===== src/rtl/shift_pipe.sv =====
// Two-stage elastic barrel shifter: SLL, SRL, SRA, ROR.
// Stage 1 applies the coarse part of the amount (high bits), stage 2 the fine part (low SPLIT bits).
module shift_pipe #(
  parameter int unsigned WIDTH = 32,
  localparam int unsigned SHW = $clog2(WIDTH),
  localparam int unsigned SPLIT = SHW / 2
) (
  input  logic             clk,
  input  logic             rst,
  input  logic             in_valid,
  output logic             in_ready,
  input  logic [WIDTH-1:0] a,
  input  logic [WIDTH-1:0] b,
  input  logic [SHW-1:0]   sa,
  input  logic             var_sel,
  input  logic [1:0]       op,
  output logic             out_valid,
  input  logic             out_ready,
  output logic [WIDTH-1:0] res,
  output logic             zero
);

  typedef enum logic [1:0] {OpSll, OpSrl, OpSra, OpRor} op_e;

  logic             r_s1_valid;
  logic [WIDTH-1:0] r_s1_data;
  op_e              r_s1_op;
  logic [SPLIT-1:0] r_s1_fine;
  logic             r_s1_sign;
  logic             r_out_valid;
  logic [WIDTH-1:0] r_res;
  logic             r_zero;

  logic             w_s2_adv;
  logic             w_s1_adv;
  logic             w_accept;
  op_e              w_op;
  logic [SHW-1:0]   w_amt;
  logic [SHW-1:0]   w_coarse;
  logic [WIDTH-1:0] w_fill1;
  logic [WIDTH-1:0] w_coarse_data;
  logic [WIDTH-1:0] w_fill2;
  logic [WIDTH-1:0] w_fine_data;
  logic             w_unused_b;

  // Only the low SHW bits of b select an amount; the rest is ignored by design.
  assign w_unused_b = ^b[WIDTH-1:SHW];

  // Handshake: stage 2 moves when empty or drained; stage 1 moves into a moving stage 2.
  always_comb begin
    w_s2_adv = !r_out_valid || out_ready;
    w_s1_adv = r_s1_valid && w_s2_adv;
    in_ready = !r_s1_valid || w_s1_adv;
    w_accept = in_valid && in_ready;
  end

  // Stage 1 datapath: select amount and apply the coarse (multiple of 2^SPLIT) shift.
  always_comb begin
    w_op          = op_e'(op);
    w_amt         = var_sel ? b[SHW-1:0] : sa;
    w_coarse      = {w_amt[SHW-1:SPLIT], {SPLIT{1'b0}}};
    w_fill1       = a[WIDTH-1] ? ~({WIDTH{1'b1}} >> w_coarse) : '0;
    w_coarse_data = a;
    unique case (w_op)
      OpSll:   w_coarse_data = a << w_coarse;
      OpSrl:   w_coarse_data = a >> w_coarse;
      OpSra:   w_coarse_data = (a >> w_coarse) | w_fill1;
      OpRor:   w_coarse_data = (a >> w_coarse) | (a << (WIDTH - w_coarse));
      default: w_coarse_data = a;
    endcase
  end

  // Stage 2 datapath: fine shift; SRA fill comes from the sign captured at acceptance.
  always_comb begin
    w_fill2     = r_s1_sign ? ~({WIDTH{1'b1}} >> r_s1_fine) : '0;
    w_fine_data = r_s1_data;
    unique case (r_s1_op)
      OpSll:   w_fine_data = r_s1_data << r_s1_fine;
      OpSrl:   w_fine_data = r_s1_data >> r_s1_fine;
      OpSra:   w_fine_data = (r_s1_data >> r_s1_fine) | w_fill2;
      OpRor:   w_fine_data = (r_s1_data >> r_s1_fine) | (r_s1_data << (WIDTH - r_s1_fine));
      default: w_fine_data = r_s1_data;
    endcase
  end

  // Stage 1 registers: valid follows in_valid whenever the stage can take a new entry.
  always_ff @(posedge clk or posedge rst) begin
    if (rst) begin
      r_s1_valid <= 1'b0;
      r_s1_data  <= '0;
      r_s1_op    <= OpSll;
      r_s1_fine  <= '0;
      r_s1_sign  <= 1'b0;
    end else if (in_ready) begin
      r_s1_valid <= in_valid;
      if (w_accept) begin
        r_s1_data <= w_coarse_data;
        r_s1_op   <= w_op;
        r_s1_fine <= w_amt[SPLIT-1:0];
        r_s1_sign <= a[WIDTH-1];
      end
    end
  end

  // Stage 2 registers: hold result stable while the consumer stalls.
  always_ff @(posedge clk or posedge rst) begin
    if (rst) begin
      r_out_valid <= 1'b0;
      r_res       <= '0;
      r_zero      <= 1'b0;
    end else if (w_s2_adv) begin
      r_out_valid <= r_s1_valid;
      if (r_s1_valid) begin
        r_res  <= w_fine_data;
        r_zero <= (w_fine_data == '0);
      end
    end
  end

  assign out_valid = r_out_valid;
  assign res       = r_res;
  assign zero      = r_zero;

endmodule

===== config.mk =====
export PLATFORM = sky130hd
export DESIGN_NAME = shift_pipe
export DESIGN_NICKNAME = d
export VERILOG_FILES = /design/src/rtl/shift_pipe.sv
export SDC_FILE = /design/constraint.sdc
export NUM_CORES = 1
export LEC_CHECK = 0
export ABC_AREA = 0
export BUFFER_PORTS_ARGS = -buffer_cell sky130_fd_sc_hd__buf_2
export CORE_MARGIN = 5
export CORE_UTILIZATION = 59
export DETAILED_ROUTE_END_ITERATION = 8
export PLACE_DENSITY = 0.82
export REMOVE_ABC_BUFFERS = 1
export SKIP_CTS_REPAIR_TIMING = 1
export SLEW_MARGIN = 5
export SYNTH_ARGS = -nofsm -noshare
export SYNTH_HDL_FRONTEND = slang
export SYNTH_SLANG_ARGS = --single-unit

===== constraint.sdc =====
create_clock -name clk -period 3.7 [get_ports clk]
set_clock_uncertainty 0.15 [all_clocks]
set_input_delay 0.74 -clock clk [delete_from_list [all_inputs] [get_ports clk]]
set_output_delay 0.74 -clock clk [all_outputs]
set_load 0.005 [all_outputs]

* Word level (Yosys, flattened, before mapping)
Index checks and enable logic that the tools add are counted.
** Storage, ports and cells
- Register bits :: 72
- Latch bits :: 0
- Bits in writable memories :: 0
- ROM bits :: 0
- Input bits :: 76
- Output and inout port bits :: 35
- Word-level logic and storage cells :: 46
- Memories kept :: 0
** Operators by class
- $add $sub $neg :: 2
- Multiply operators :: 0
- Div/mod/pow operators :: 0
- Order comparisons :: 0
- Equal/unequal tests :: 6
- Shift-type cells :: 8
- Mux-type cells :: 5
- Bitwise gates (word level) :: 6
- Reduce and logical (&&, ||, !) cells :: 11
** Operator list (number)
- case mux 32 bit (4 select lines) :: 2
- OR 32 bit :: 4
- 2-to-1 mux 32 bit :: 2
- inverter 32 bit :: 2
- left shift 32 x 32 -> 32 bit :: 2
- zero test 32 bit :: 1
- left shift 32 x 2 -> 32 bit :: 1
- left shift 32 x 5 -> 32 bit :: 1
- >> shifter 32 x 2 -> 32 bit :: 1
- >> shifter 32 x 2 -> 32 bit (first input constant) :: 1
- >> shifter 32 x 5 -> 32 bit :: 1
- >> shifter 32 x 5 -> 32 bit (first input constant) :: 1
- == test 2 bit (second input constant) :: 4
- subtractor 6 x 2 -> 7 bit (first input constant) :: 1
- subtractor 6 x 5 -> 7 bit (first input constant) :: 1
- 2-to-1 mux 5 bit :: 1
- == test 2 x 1 -> 1 bit (second input constant) :: 2
- zero test 2 bit :: 2
- AND reduction 2 bit :: 2
- logical AND 1 bit :: 2
- zero test 1 bit :: 2
- logical OR 1 bit :: 2

* Depth between registers and ports, before layout
- Word-level depth :: 6
- Mapped depth :: 13
- Gate-level depth less buffers :: 9

* Worst setup path after synthesis
Ideal clock, no wire load.
- Path kind :: input to register
- Start :: in var_sel
- End :: reg r_s1_data[3]
- Setup time :: 0.083 ns
- Arrival time :: 3.640 ns
- Path slack :: -0.173 ns
- Stages :: 13
- Path buffers :: 4
- Cell sequence :: buf_6 -> mux2i_1 -> clkbuf_1 -> clkbuf_1 -> ha_1 -> inv_1 -> ha_1 -> or2_2 -> buf_1 -> or4_1 -> a31oi_1 -> a21oi_1 -> o21ai_0
** Between the ends
- Longest elaborated chain between the ends :: 6
- Elaborated cells on any way between the ends :: 11
- Classes of those cells :: 1 x add/sub; 4 x shift; 3 x mux; 3 x bitwise
** Ends and longest elaborated chain
- start, declared :: RTL line 15 : input logic var_sel,
- 2-to-1 mux 5 bit * :: RTL line 60 : w_amt = var_sel ? b[SHW-1:0] : sa;
- branches (longest 4 deep; another with subtractor 6 x 5 -> 7 bit)
- case mux 32 bit (4 select lines) * :: RTL line 64 : unique case (w_op)
- end signal, assigned :: RTL line 97 : r_s1_data <= w_coarse_data;
- end, declared :: RTL line 26 : logic [WIDTH-1:0] r_s1_data;
Every way passes the cells marked *.
A chain may end at the register's enable or synchronous reset.

* Final worst setup path
- Start :: in var_sel
- End :: reg r_s1_data[16]
The elaborated chain is that of the path after synthesis.

==> impl_metrics.py <==
metrics = {
    "job": {
        "timing.max_cap.violations": 0,
    },
    "critical_path": {
        "arrival_ns": 3.19,
        "crit_path_start_kind": "primary input",
        "crit_required_ns": 3.74,
        "crit_path_max_fanout": 8,
        "cp_slowest_cell": "sky130_fd_sc_hd__a222oi_1",
        "criticalPathCategory": "primary input to flip-flop",
        "critical_path.endpoint_type": "flip-flop",
        "worstPathCellList": "buf_2, mux2i_2, ha_1, inv_1, ha_1, and3_1, nand3_1, o211ai_1, a222oi_1, o21ai_1",
        "critical-path-max-stage-delay_ns": 0.49,
        "crit_top_cell": "sky130_fd_sc_hd__ha_1",
    },
    "clock_network": {
        "tritoncts_num_sinks": 72,
        "cts_inserted_buffers": 9,
        "cts.root.buffer_cell": "sky130_fd_sc_hd__clkbuf_16",
        "clkSlewWorstSetupHoldPaths_ns": 0.05,
        "depth_of_the_cts_h_tree": 3,
        "worstSkewPairLatency_ns": 0.34,
        "cts_buffer_depth": 2,
        "clock_tree_from_tritoncts": "yes",
    },
    "final_layout": {
        "layout.cells.most_common": "sky130_fd_sc_hd__nand2_1",
        "layout_cells_sized_above_1_pct": 22.4,
        "area_delta_synth_final_pct": 11.6,
        "final-seq-area_um2": 1800,
        "layout.filler_cells": 1110,
        "mostFrequentLayoutCells": "sky130_fd_sc_hd__nand2_1, sky130_fd_sc_hd__o21ai_0, sky130_fd_sc_hd__buf_2",
        "nNetsFinal": 1061,
        "antennaDiodeCount": 0,
        "final_core_utilization_pct": 67.5,
        "multiInputGateArea_um2": 5410,
    },
    "drt": {
        "route.detailed.vias_per_inst": 7.13,
        "drt_iter0_markers": 1304,
        "vias": 8236,
        "post_drt_wl_per_cell_um": 21.2,
        "dr.pass1.iters": 9,
        "post-route-drc-count": 0,
        "route.antenna.remaining_nets": 0,
        "detail_route.wirelength_mm": 24.5,
    },
    "timing": {
        "fmaxAchievable_mhz": 317,
        "worst_pin_slew_ns": 0.807,
        "totalNegativeSetupSlack_ns": 0,
        "rsz0062_at_grt": "false",
        "timing.slew.headroom_pct": 46.0,
        "final-max-slew-violation-count": 0,
        "layout_worst_path_cycle_share_pct": 85.2,
        "setup-violations-final": 0,
        "finalWorstPathRequiredPeriod_ns": 3.15,
        "hold_violations": 0,
    },
    "yosys": {
        "ys_dominant_reg_cell": "sky130_fd_sc_hd__dfrtp_1",
        "synth-warning-count": 0,
        "postSynth.asyncResetShare_pct": 100,
        "post_synth.cell_area_avg_um2": 8.21,
        "synthesis.area_um2": 7660,
        "post_synthesis_cells": 934,
        "post_synth_num_cell_types": 70,
        "yosysSeqAreaShare_pct": 23.5,
        "post_synth_edffs": 0,
        "synth-seq-cells": 72,
    },
    "floorplanning": {
        "placeableCoreArea_um2": 12700,
        "row_count": 41,
        "width_of_the_die_um": 124,
        "initial_core_util_pct": 60.5,
        "io-pin-count": 111,
        "floorplan.die_area_um2": 15400,
        "die_y_um": 124,
    },
    "global_routing": {
        "grt_antenna_before_repair": 2,
        "grt_pass1_vias": 7500,
        "grt_first_pass_wirelength_mm": 39.4,
        "grt_max_degree": 54,
        "global_route.overflow_total": 0,
        "grt_util_all_layers_pct": 32.4,
    },
    "placed_design": {
        "hpwl_mm": 17.7,
        "routabilityCongestion": 0.980,
        "io_buffer_count": 83,
    },
    "status": {
        "run_status": "finished clean",
    },
    "pwr": {
        "power.total_mw": 3.86,
        "power.ir.vdd_worst_uv": 204,
        "p_leak_nw": 3.47,
        "power_density_nw_per_um2": 451,
    },
    "min_path": {
        "min_delay_worst_type": "flip-flop to flip-flop",
    },
}
where the power goes:
part	internal [mW]	switching [mW]	leakage, nW
Sequential	0.990	0.209	0.894
Combinational	0.803	0.990	2.43
Clock	0.556	0.307	0.150
Total	2.35	1.51	3.47
routing by layer:
metal  vias to the layer above  part of all wire (%)  global-route usage (%)
met3                       105                    11                    5.40
met5                         -                  0.14                       0
met4                         4                   4.7                    15.7
met1                      3851                    38                    43.5
li1                       3683                     -                       -
met2                       593                    46                    51.0
layout make-up:
cell class	instances	share of cell area, %
inverters	14	0.673
flip-flops and latches	72	21.1
multi-input cells	758	63.3
repair buffers	123	8.95
clock buffers	13	3.04
well taps	172	2.52
clock inverters	3	0.468
cells by family (layout without fill, tap and decap cells):
family	Yosys count	after routing	synth area share, %
compound gates	329	329	28.2
buf+inv	104	153	6.04
simple gates	313	313	20.1
fa+ha+maj	7	7	1.14
mux	109	109	21.0
flops	72	72	23.5
cells in the mapped netlist, types with 10 or more instances:
cell type                    n  area [um^2]
sky130_fd_sc_hd__a31oi_1    13         81.3
sky130_fd_sc_hd__a211oi_1   10         75.1
sky130_fd_sc_hd__o211ai_1   14          105
sky130_fd_sc_hd__mux4_2     36          811
sky130_fd_sc_hd__nor3b_1    21          158
sky130_fd_sc_hd__nand3_1    39          195
sky130_fd_sc_hd__nor3_1     23          115
sky130_fd_sc_hd__inv_1      12         45.0
sky130_fd_sc_hd__buf_2      18         90.1
sky130_fd_sc_hd__o21a_1     24          180
sky130_fd_sc_hd__a21oi_1    59          295
sky130_fd_sc_hd__o311a_1    15          150
sky130_fd_sc_hd__dfrtp_1    72         1800
sky130_fd_sc_hd__nand2b_1   10         62.6
sky130_fd_sc_hd__clkbuf_1   58          218
sky130_fd_sc_hd__nand2_1   116          435
sky130_fd_sc_hd__a221oi_1   19          166
sky130_fd_sc_hd__mux2i_1    47          470
sky130_fd_sc_hd__nor2_1     51          191
sky130_fd_sc_hd__mux2_2     23          259
sky130_fd_sc_hd__o21ai_0   103          515
worst max-delay path: cells and delay by family:
kind | cells | cell delay (ns)
and+or+nand+nor | 2 | 0.51
muxes | 1 | 0.31
AOI/OAI and AO/OA | 3 | 0.74
adders and majority gates | 2 | 0.61
buffers and inverters | 2 | 0.28
metrics by stage:
stage	setup slack, ns	std cells	hold WS, ns	area [um^2]
floorplan	-0.880	844	0.314	7260
global placement	0.316	1139	0.306	8250
global route	0.390	1155	0.347	8550
CTS	0.619	1155	0.325	8550
finish	0.549	1155	0.320	8550
detailed placement	0.269	1139	0.314	8250
path summary, 6_finish.rpt:
path                              start            end  slack, ns  depth (start not counted)
hold / removal                   res[2]         res[2]       0.32                          2
min in group asynchronous           rst        res[12]       0.36                          2
setup reg to reg           r_s1_fine[0]           zero       0.60                          9
setup / recovery                var_sel  r_s1_data[16]       0.55                         10
hold reg to reg                  res[2]         res[2]       0.32                          2
max in group asynchronous           rst   r_s1_fine[0]       2.40                          3
registers in the layout (all words and copies together) (netlist names):
signal and count:
r_s1_data 32, res 32, r_s1_fine 2, r_s1_op 2, out_valid 1, r_s1_sign 1, r_s1_valid 1, zero 1
Note: power is estimated with default switching activity, not from simulation.
